[src/rtl/bridge_pkg.sv]
// Shared types, default sizes and the round-robin search helper used by the
// bridge source arbiter and its picker.
package bridge_pkg;

    // Default bridge geometry: N-bit beats packed into M-bit words.
    localparam int unsigned DEF_N     = 32;
    localparam int unsigned DEF_M     = 128;
    localparam int unsigned DEF_BURST = DEF_M / DEF_N;

    // Upper bound on requesters handled by rr_next (index width MAX_ID_W).
    localparam int unsigned MAX_K     = 32;
    localparam int unsigned MAX_ID_W  = 5;

    typedef enum logic [0:0] {
        IDLE = 1'b0,
        LOCK = 1'b1
    } arb_state_t;

    typedef struct packed {
        logic                hit;
        logic [MAX_ID_W-1:0] idx;
    } rr_result_t;

    // First set bit of vld in the order ptr+1, ptr+2, ... wrapping modulo k.
    // ptr itself is visited last, so it only wins when nothing else is set.
    function automatic rr_result_t rr_next(
        input logic [MAX_K-1:0] vld,
        input int unsigned      ptr,
        input int unsigned      k
    );
        rr_result_t  res;
        int unsigned cand;
        res = '0;
        for (int unsigned i = 32'd1; i <= MAX_K; i++) begin
            if (i <= k) begin
                cand = ((ptr + i) >= k) ? (ptr + i - k) : (ptr + i);
                if (vld[cand[MAX_ID_W-1:0]] && !res.hit) begin
                    res.hit = 1'b1;
                    res.idx = cand[MAX_ID_W-1:0];
                end
            end
        end
        return res;
    endfunction

endpackage

[src/rtl/bridge_src_arbiter_if.sv]
// Requester-side and bridge-side handshake bundle of the source arbiter.
// The arbiter uses the slave view; the requesters/bridge side uses master.
interface bridge_src_arbiter_if
    import bridge_pkg::*;
#(
    parameter int unsigned N    = DEF_N,
    parameter int unsigned K    = 4,
    parameter int unsigned ID_W = 2
);

    logic [K-1:0]   in_vld;
    logic [K*N-1:0] in_data;
    logic [K-1:0]   in_rdy;
    logic           out_vld;
    logic [N-1:0]   out_data;
    logic [ID_W-1:0] out_src;
    logic           out_last;
    logic           out_rdy;

    modport slave (
        input  in_vld, in_data, out_rdy,
        output in_rdy, out_vld, out_data, out_src, out_last
    );

    modport master (
        output in_vld, in_data, out_rdy,
        input  in_rdy, out_vld, out_data, out_src, out_last
    );

endinterface

[src/rtl/rr_picker.sv]
// Combinational round-robin search over a K-bit request vector, starting
// just after ptr. Shared between idle arbitration and end-of-burst handover.
module rr_picker
    import bridge_pkg::*;
#(
    parameter int unsigned K    = 4,
    parameter int unsigned ID_W = 2
) (
    input  logic [K-1:0]    req,
    input  logic [ID_W-1:0] ptr,
    output logic            hit,
    output logic [ID_W-1:0] idx
);

    rr_result_t res;
    logic       unused_res;

    // Evaluate the package search and narrow the index to this instance's width.
    always_comb begin
        res = rr_next(MAX_K'(req), 32'(ptr), K);
        hit = res.hit;
        idx = res.idx[ID_W-1:0];
    end

    // Upper index bits are always zero when ID_W is below MAX_ID_W.
    assign unused_res = ^res;

endmodule

[src/rtl/bridge_src_arbiter.sv]
// Round-robin source arbiter in front of the N-to-M packing bridge. A grant
// is held for BURST accepted beats so each packed word comes from one source;
// at the end of a burst the next source is chosen in the same cycle.
module bridge_src_arbiter
    import bridge_pkg::*;
#(
    parameter int unsigned N     = DEF_N,
    parameter int unsigned K     = 4,
    parameter int unsigned BURST = DEF_BURST,
    parameter int unsigned ID_W  = (K > 1) ? $clog2(K) : 1,
    parameter int unsigned CNT_W = (BURST > 1) ? $clog2(BURST) : 1
) (
    input  logic                clk,
    input  logic                rst,
    bridge_src_arbiter_if.slave bus,
    output logic                busy
);

    localparam logic [CNT_W-1:0] LAST_BEAT = CNT_W'(BURST - 1);
    localparam logic [ID_W-1:0]  PTR_RST   = ID_W'(K - 1);

    arb_state_t       state_q;
    arb_state_t       state_d;
    logic [ID_W-1:0]  gnt_q;
    logic [ID_W-1:0]  last_q;
    logic [CNT_W-1:0] beat_q;

    logic [ID_W-1:0]  pick_ptr;
    logic [ID_W-1:0]  pick_idx;
    logic             pick_hit;
    logic             gnt_vld;
    logic             xfer;
    logic             at_last;
    logic             end_burst;

    // Live handshake terms for the held grant and the picker start point.
    always_comb begin
        if (state_q == LOCK) begin
            gnt_vld  = bus.in_vld[gnt_q];
            at_last  = (beat_q == LAST_BEAT);
            pick_ptr = gnt_q;
        end else begin
            gnt_vld  = 1'b0;
            at_last  = 1'b0;
            pick_ptr = last_q;
        end
        xfer      = gnt_vld & bus.out_rdy;
        end_burst = xfer & at_last;
    end

    // Single picker: from last_q when idle, from the current grant at burst end
    // (the current source is searched last, so it only keeps the grant alone).
    rr_picker #(
        .K    (K),
        .ID_W (ID_W)
    ) u_picker (
        .req (bus.in_vld),
        .ptr (pick_ptr),
        .hit (pick_hit),
        .idx (pick_idx)
    );

    // FSM state register.
    always_ff @(posedge clk or posedge rst) begin
        if (rst) begin
            state_q <= IDLE;
        end else begin
            state_q <= state_d;
        end
    end

    // FSM next state: grab a grant when idle, release only if nobody requests.
    always_comb begin
        state_d = state_q;
        case (state_q)
            IDLE: begin
                if (pick_hit) begin
                    state_d = LOCK;
                end else begin
                    state_d = IDLE;
                end
            end
            LOCK: begin
                if (end_burst && !pick_hit) begin
                    state_d = IDLE;
                end else begin
                    state_d = LOCK;
                end
            end
            default: begin
                state_d = IDLE;
            end
        endcase
    end

    // Grant, round-robin pointer and beat counter; frozen while no beat moves.
    always_ff @(posedge clk or posedge rst) begin
        if (rst) begin
            gnt_q  <= '0;
            last_q <= PTR_RST;
            beat_q <= '0;
        end else begin
            if (state_q == IDLE) begin
                if (pick_hit) begin
                    gnt_q  <= pick_idx;
                    beat_q <= '0;
                end
            end else if (end_burst) begin
                last_q <= gnt_q;
                beat_q <= '0;
                if (pick_hit) begin
                    gnt_q <= pick_idx;
                end
            end else if (xfer) begin
                beat_q <= beat_q + CNT_W'(1);
            end
        end
    end

    // Outputs: muxes of the registered grant and live inputs, no bubble on handover.
    always_comb begin
        bus.in_rdy   = '0;
        bus.out_vld  = 1'b0;
        bus.out_data = '0;
        bus.out_src  = '0;
        bus.out_last = 1'b0;
        busy         = 1'b0;
        case (state_q)
            LOCK: begin
                bus.in_rdy[gnt_q] = bus.out_rdy;
                bus.out_vld       = gnt_vld;
                bus.out_data      = bus.in_data[gnt_q*N +: N];
                bus.out_src       = gnt_q;
                bus.out_last      = at_last;
                busy              = 1'b1;
            end
            IDLE: begin
                busy = 1'b0;
            end
            default: begin
                busy = 1'b0;
            end
        endcase
    end

endmodule

[src/flat_wrapper.sv]
// flat-port wrapper written by rule: the top's interface ports become plain ports
module bridge_src_arbiter_flat import bridge_pkg::*;
#(
    parameter int unsigned N     = DEF_N,
    parameter int unsigned K     = 4,
    parameter int unsigned BURST = DEF_BURST,
    parameter int unsigned ID_W  = (K > 1) ? $clog2(K) : 1,
    parameter int unsigned CNT_W = (BURST > 1) ? $clog2(BURST) : 1
)
  (clk, rst, busy, bus_in_vld, bus_in_data, bus_out_rdy, bus_in_rdy, bus_out_vld, bus_out_data, bus_out_src, bus_out_last);
  bridge_src_arbiter_if #(.N(N), .K(K), .ID_W(ID_W)) bus_i ();
  input  logic clk;
  input  logic rst;
  output logic busy;
  input wire logic [$bits(bus_i.in_vld)-1:0] bus_in_vld;
  input wire logic [$bits(bus_i.in_data)-1:0] bus_in_data;
  input wire logic [$bits(bus_i.out_rdy)-1:0] bus_out_rdy;
  output wire logic [$bits(bus_i.in_rdy)-1:0] bus_in_rdy;
  output wire logic [$bits(bus_i.out_vld)-1:0] bus_out_vld;
  output wire logic [$bits(bus_i.out_data)-1:0] bus_out_data;
  output wire logic [$bits(bus_i.out_src)-1:0] bus_out_src;
  output wire logic [$bits(bus_i.out_last)-1:0] bus_out_last;
  assign bus_i.in_vld = bus_in_vld;
  assign bus_i.in_data = bus_in_data;
  assign bus_i.out_rdy = bus_out_rdy;
  assign bus_in_rdy = bus_i.in_rdy;
  assign bus_out_vld = bus_i.out_vld;
  assign bus_out_data = bus_i.out_data;
  assign bus_out_src = bus_i.out_src;
  assign bus_out_last = bus_i.out_last;
  bridge_src_arbiter #(.N(N), .K(K), .BURST(BURST), .ID_W(ID_W), .CNT_W(CNT_W)) u_core (.clk(clk), .rst(rst), .bus(bus_i), .busy(busy));
endmodule
[config.mk]
export PLATFORM = sky130hd
export DESIGN_NAME = bridge_src_arbiter_flat
export DESIGN_NICKNAME = d
export VERILOG_FILES = /design/src/rtl/bridge_pkg.sv /design/src/rtl/bridge_src_arbiter_if.sv /design/src/rtl/rr_picker.sv /design/src/rtl/bridge_src_arbiter.sv /design/src/flat_wrapper.sv
export SDC_FILE = /design/constraint.sdc
export NUM_CORES = 1
export LEC_CHECK = 0
export BUFFER_PORTS_ARGS = -buffer_cell sky130_fd_sc_hd__clkbuf_2
export CORE_MARGIN = 2
export CORE_UTILIZATION = 34
export CTS_BUF_LIST = sky130_fd_sc_hd__clkbuf_16
export CTS_CLUSTER_SIZE = 20
export DETAILED_ROUTE_END_ITERATION = 10
export GPL_TIMING_DRIVEN = 0
export PLACE_DENSITY = 0.79
export SETUP_SLACK_MARGIN = 0.02
export SKIP_LAST_GASP = 1
export SYNTH_ARGS = -nofsm -noshare
export SYNTH_HDL_FRONTEND = slang
export SYNTH_HIERARCHICAL = 1
export SYNTH_SLANG_ARGS = --single-unit
export TNS_END_PERCENT = 100
[constraint.sdc]
create_clock -name clk -period 4.1 [get_ports clk]
set_clock_uncertainty 0.2 [all_clocks]
set_input_delay 0.82 -clock clk [delete_from_list [all_inputs] [get_ports clk]]
set_output_delay 0.82 -clock clk [all_outputs]
set_load 0.05 [all_outputs]
==> results of run 1 <==
final cells by class:
cell class | instances | area [um2] | area share
multi-input cells | 137 | 1548 | 0.5348
repair buffers | 174 | 870.8 | 0.3009
flip-flops and latches | 7 | 177.7 | 0.06139
plain buffers | 15 | 97.59 | 0.03372
well taps | 70 | 87.58 | 0.03026
clock buffers | 3 | 75.07 | 0.02594
inverters | 9 | 33.78 | 0.01167
clock inverters | 1 | 3.754 | 0.001297
worst reg2reg max path, cell delays in order (launching register included):
cell and delay (ns):
dfrtp_1 0.39, clkbuf_4 0.25, clkbuf_4 0.24, nand2_1 0.15, o21ai_4 0.19, inv_1 0.14
ha_2 0.46, mux2i_1 0.26, o22ai_1 0.15, or4b_1 0.53, or2_1 0.30, and2_1 0.20
and3_1 0.20, o32ai_1 0.12
report_power, final:
group,internal (uW),switching (uW)
clock,127,37.2
combinational,702,1210
sequential,102,22.5
total,931,1270
cells in the mapped netlist (all sizes together):
library cell | instances | area share
mux4 | 34 | 0.42
o22a | 1 | 0.0054
and3b | 1 | 0.0048
nor2 | 2 | 0.0041
o22ai | 1 | 0.0034
a21bo | 1 | 0.0054
nand3 | 3 | 0.011
inv | 9 | 0.018
o32ai | 1 | 0.0048
nand2 | 7 | 0.014
dfrtp | 5 | 0.068
or4b | 1 | 0.0054
nand4 | 1 | 0.0034
o21ai | 2 | 0.0054
a21o | 2 | 0.0088
a22o | 1 | 0.0048
nor3 | 4 | 0.011
a31oi | 1 | 0.0034
a21oi | 2 | 0.0054
a41oi | 1 | 0.0048
nor2b | 1 | 0.0034
nor4b | 2 | 0.0095
o221ai | 1 | 0.0048
mux2 | 6 | 0.039
and2 | 36 | 0.12
and3 | 2 | 0.0068
a211oi | 2 | 0.0081
buf | 9 | 0.038
nand2b | 1 | 0.0034
ha | 6 | 0.041
a311oi | 1 | 0.0048
a22oi | 2 | 0.016
or2 | 2 | 0.0068
dfstp | 2 | 0.029
mux2i | 6 | 0.033
nor3b | 1 | 0.0041
nand3b | 2 | 0.0081
clkbuf | 7 | 0.014
registers in the layout, summed over array words and instances (netlist names):
register	flops
u_core/beat_q	2
u_core/gnt_q	2
u_core/last_q	2
u_core/state_q	1
through the flow:
stage / power (uW) / setup TNS [ns]
2_1_floorplan: 1606 / 0
3_3_place_gp: 1994 / -0.3055
3_5_place_dp: 2017 / -0.5705
4_1_cts: 2191 / 0
5_1_grt: 2324 / 0
6_report: 2202 / 0
final timing paths:
kind                       slack, ns                to
min in group clk                0.34  u_core/beat_q[1]
min reg2reg                     0.34  u_core/beat_q[1]
max reg2reg                     0.22   u_core/gnt_q[0]
min                             0.30  u_core/beat_q[0]
max in group asynchronous       3.13  u_core/last_q[1]
max                             0.22   u_core/gnt_q[0]
layer usage:
| layer | GRT usage | vias to the layer above |
|---|---|---|
| met5 | 0 | - |
| met4 | 0.05714 | 0 |
| met3 | 0.05581 | 14 |
| met2 | 0.4638 | 115 |
| met1 | 0.2779 | 1070 |
| li1 | - | 1015 |
placed cells by master (no fill, tap or decap), types with 3 or more instances in the layout:
cell       instances
and2_1            36
buf_2              3
buf_6              4
clkbuf_1           6
clkbuf_16          3
clkbuf_2         174
dfrtp_1            5
ha_1               5
inv_1             10
mux2_2             3
mux2i_1            6
mux4_2            33
nand2_1            7
nor3_1             4
kinds of logic (layout without fill, tap and decap cells):
family	Yosys count	in the layout	synth area share
simple gates	66	66	0.2181
mux	46	46	0.4891
buf+inv	25	202	0.07065
compound gates	19	19	0.08492
flops	7	7	0.09647
fa+ha+maj	6	6	0.04076
==> results.md, run 1 <==
- Sequential fraction of the synthesis area: 0.09647
- Reg2reg start: u_core/gnt_q[1]
- Final Non-Filler Cells: 416
- Tot GR Track Use: 0.2458
- Top-Level Pins: about 180
- Tmin final: 3.884 ns
- Share of layout cells above drive strength 1: 0.6734
- Synth Register Bits: 7
- Synth warn: 6
- Fin util: 0.5595
- Dpl hpwl: 6.614 mm
- Critical Path RT: 4.03 ns
- Critical path capture point type: flip-flop
- Max Clk Rate: 0.2575 GHz
- Wirelength per Cell: 18.18 um
- Largest net degree at the start of global routing: 11
- Core Footprint: a little over 0.005 mm2
- Worst r2r path cells: 13
- Maximum VDD drop: around 350 uV
- DR iter-0 viols: 109
- Routed wire length: 7.562 mm
- Design area: 0.002894 mm2
- GRT overflow: 0
- 1st-pass router iterations: 4
- Root Driver: clkbuf_16
- Setup WS pre-CTS: -0.2615 ns
- Post-DRT Antenna Nets: 0
- CTS tree: yes
- Worst path slowest cell: or4b_1
- Crit-path max cell delay: between 0.5 and 0.6 ns
- Placer Congestion: 0.8333
- Worst-path clk slew: around 0.04 ns
- Cells after synthesis: 169
- Placed Cells: 413
- Leak: 0.001465 uW
- Setup ws final: 0.2161 ns
- Critical-path maximum fanout: 10
- CP Buf/Inv Count: 3
- Post-cts sizing count: 1
- Fin crit share: 0.9473
- Post-CTS Setup Inserts: 0
- Status: completed
- Number of global-route vias before repair: 2345
- Cell repeated most along the worst path: clkbuf_4
- Top sig layer: met4
- CTS H-tree depth: 1
- TritonCTS sink count: 7
- Die ar.: 0.006022 mm2
- CTS Buf Count: 3
- Row cnt: 26
- Synth cell types: 47
- Worst-margin pin slew: roughly 0.59 ns
- Worst slack on hold paths: roughly 0.30 ns
- Worst setup startpoint: u_core/gnt_q[1]
- Port Buffers: approximately 170
- Post-Syn Area: 0.001842 mm2
- Met2 wire length: 4.161 mm
- Critical path class: reg2reg
- Critical Path AT: 3.81 ns
- Syn Nets: 310
- DR DRC count: 0
- CP top delay family: simple AND/OR/NAND/NOR gates
- Final hold vios: 0
- CP cell instances: clkbuf_4 > clkbuf_4 > nand2_1 > o21ai_4 > inv_1 > ha_2 > mux2i_1 > o22ai_1 > or4b_1 > or2_1 > and2_1 > and3_1 > o32ai_1
- First-pass GRT wire length: ~12 mm
- Layout Nets: 488
- Vias post-DR: between 2000 and 2500
- Slew HR: 0.6037
- Antenna Cells: 0
- Post-cts hold buffer count: 0
- Pwr dens: 761.0 mW/mm2
- RSZ-0062 raised after global routing: no
- Met3 Wirelength: about 530 um
- Chip height: 77.60 um
- Vias per Instance: 5.322
- Initial antenna violation count: 0
- Worst-Skew Late Latency: 0.23 ns
- Maximum buffer depth of the clock tree: 2
- Initial Util: 0.3561
- Die W: 77.60 um
- Crit path depth: 13
- Avg Cell Area, Syn: 10.90 um2
- # setup viols final: 0
- Final Slew Violations: 0
- Fill cell count: 489
- Min-Delay Path Class: in2async
- CP startpoint kind: flip-flop
- Placed cell areas: 0.002800 mm2
- Area Overhead vs Synth: 57.13%
- Max cap viols: 0
- M1 wire length: 2.721 mm
Power figures use the tool's default switching activity.
==> inputs of run 2 (changes only) <==
CORE_UTILIZATION = 33   (was 34)
PLACE_DENSITY = 0.78   (was 0.79)
SYNTH_HIERARCHICAL = unset   (was 1)
==> run 2 against run 1 <==
Effect of this change: critical path depth is 8 lower; area after synthesis is 4.3% lower; sequential power hardly changed; register-to-register slack better by 1.0 ns; synthesized cell count is 1.8% lower; sequential share of layout area is 0.23 points higher; setup slack better by 0.50 ns; worst hold slack worse by 0.011 ns; cell count is 0.96% lower; maximum frequency is 15% higher; count of clock-buffer cells in the layout stayed put; largest cell class unchanged; highest routed layer unchanged.
==> results.md, run 2 <==
- Status: completed
- Fin crit share: 0.8264
- Placed Cells: 408
- Core Footprint: 0.005140 mm2
- Post-DRT Antenna Nets: 0
- Wirelength per Cell: about 17 um
- Antenna Cells: 0
- Root Driver: clkbuf_16
- Avg Cell Area, Syn: ~11 um2
- Post-cts hold buffer count: 0
- Final Slew Violations: 0
- Area contributors post-synth: mux4_2, and2_1, dfrtp_1
- Critical path capture point type: primary output
- DR iter-0 viols: 67
- Crit-path max cell delay: 0.55 ns
- Worst-Skew Late Latency: 0.23 ns
- Dpl hpwl: 5.899 mm
- Tot GR Track Use: 0.2261
- Max Clk Rate: 0.2952 GHz
- Die W: 77.07 um
- Commonest non-fill, non-tap cell in the layout: clkbuf_2
- Post-Syn Area: 0.001762 mm2
- Synth top cells by count: and2_1, mux4_2, nand2_1
- Met2 wire length: 3.691 mm
- CP top delay family: buffers and inverters
- Cell taking the most area after synthesis: mux4_2
- Synth cell types: 44
- Fin util: 0.5426
- Largest registers: u_core.beat_q: 2 flops, u_core.gnt_q: 2 flops, u_core.last_q: 2 flops
- Post-cts sizing count: 0
- Fill cell count: 494
- Number of global-route vias before repair: 2195
- Cells after synthesis: 166
- CTS H-tree depth: 1
- RSZ-0062 raised after global routing: no
- Die ar.: 0.005939 mm2
- Area Overhead vs Synth: 58.31%
- Vias post-DR: between 2000 and 2500
- M1 wire length: 2.695 mm
- Share of layout cells above drive strength 1: 0.6579
- Met3 Wirelength: 434 um
- Cell repeated most along the worst path: buf_2
- Sequential fraction of the synthesis area: 0.1009
- Maximum buffer depth of the clock tree: 2
- Worst slack on hold paths: 0.2895 ns
- Chip height: 77.07 um
- Placer Congestion: ~0.84
- CTS tree: yes
- Pwr dens: 845.3 mW/mm2
- Max cap viols: 0
- Vias per Instance: 5.133
- CTS Buf Count: 3
- Min-Delay Path Class: in2async
- Leak: 0.001411 uW
- Worst-margin pin slew: 0.5788 ns
- Top sig layer: met4
- Initial antenna violation count: 0
- Row cnt: 26
- Yosys top cell area share: 0.4219
- Initial Util: 0.3427
- Final Non-Filler Cells: approximately 400
- Final hold vios: 0
- Layout Nets: 481
- # setup viols final: 0
- Setup total negative slack: 0 ns
- Critical path class: reg2out
- CP Buf/Inv Count: 3
- Critical-path maximum fanout: 10
- Port Buffers: 172
- First-pass GRT wire length: 10.87 mm
- Largest net degree at the start of global routing: 11
- Syn Nets: 304
- Top-Level Pins: between 150 and 200
- Tmin final: 3.388 ns
- CP cell instances: buf_2 > buf_2 > mux4_2 > and2_1 > clkbuf_2
- Synth Flop Type: dfrtp_1
- Synth Register Bits: 7
- Critical Path AT: 2.37 ns
- CP startpoint kind: flip-flop
- Number of enable flip-flop cells after synthesis: 0
- Post-CTS Setup Inserts: 0
- Slew HR: 0.6141
- 1st-pass router iterations: 4
- Routed wire length: 6.897 mm
- DR DRC count: 0
- Most frequent cells in the layout: clkbuf_2, and2_1, mux4_2, nand2_1, clkbuf_1
- Worst path slowest cell: mux4_2
- Synth warn: 0
- Count leader, synth: and2_1
- Asr flop ratio synth: 1.000
- Design area: 0.002789 mm2
- TritonCTS sink count: 7
- GRT overflow: 0
- Maximum VDD drop: roughly 380 uV
- Placed cell areas: 0.002710 mm2
- Critical Path RT: slightly above 3 ns
- Worst-path clk slew: 0.04 ns
==> run 2: cells by family (layout without fill, tap and decap cells) <==
| kind of cell | Yosys count | after routing | share of synthesized area |
|---|---|---|---|
| AND/OR/NAND/NOR | 69 | 69 | 0.2202 |
| multiplexers | 43 | 43 | 0.4915 |
| buffers and inverters | 24 | 200 | 0.06250 |
| AO/OA/AOI/OAI | 20 | 20 | 0.1037 |
| flip-flops | 7 | 7 | 0.1009 |
| adder cells (fa/ha/maj) | 3 | 3 | 0.02131 |
==> run 2: layer usage <==
layer,vias up,track usage
met5,-,0
met2,92,0.4211
li1,1001,-
met4,0,0.05000
met1,1013,0.2724
met3,9,0.03765
==> run 2: worst paths after layout <==
kind                                        from               end  slack (ns)  cells after the start
worst max-delay path             u_core.gnt_q[0]  bus_out_data[16]        0.71                      5
worst min-delay path                         rst    u_core.state_q        0.29                      2
worst max register to register    u_core.state_q   u_core.gnt_q[0]        1.25                      9
worst min register to register  u_core.last_q[1]  u_core.last_q[1]        0.30                      2
max in group asynchronous                    rst  u_core.last_q[1]        3.14                      2
min in group clk                u_core.last_q[1]  u_core.last_q[1]        0.30                      2
==> run 2: worst register-to-register path: stages (launching register included) <==
cell      delay (ns)
dfrtp_1         0.35
buf_6           0.16
mux2i_2         0.45
ha_1            0.37
buf_2           0.21
nor4b_1         0.16
nand2_1         0.12
o311ai_4        0.13
a22oi_2         0.27
mux2_4          0.32
==> run 2: report_power, final <==
group	switching [uW]	internal, uW
clock network	38.0	127
logic	1310	751
registers	24.3	104
total	1380	982
==> run 2: cell type report <==
| cell class | count | area (um2) | share of cell area |
|---|---|---|---|
| clock inverters | 1 | 3.754 | 0.001346 |
| plain buffers | 18 | 85.08 | 0.03051 |
| multi-input cells | 135 | 1474 | 0.5285 |
| clock buffers | 3 | 75.07 | 0.02692 |
| repair buffers | 172 | 860.8 | 0.3087 |
| well taps | 70 | 87.58 | 0.03140 |
| inverters | 6 | 25.02 | 0.008973 |
| flip-flops and latches | 7 | 177.7 | 0.06371 |
==> run 2: through the flow <==
stage               setup WS (ns)  total power (uW)
finish                     0.7120              2358
global route               0.5768              2501
CTS                        0.6651              2371
detailed placement         0.9089              2203
global placement           0.9454              2169
floorplan                  0.8751              1781
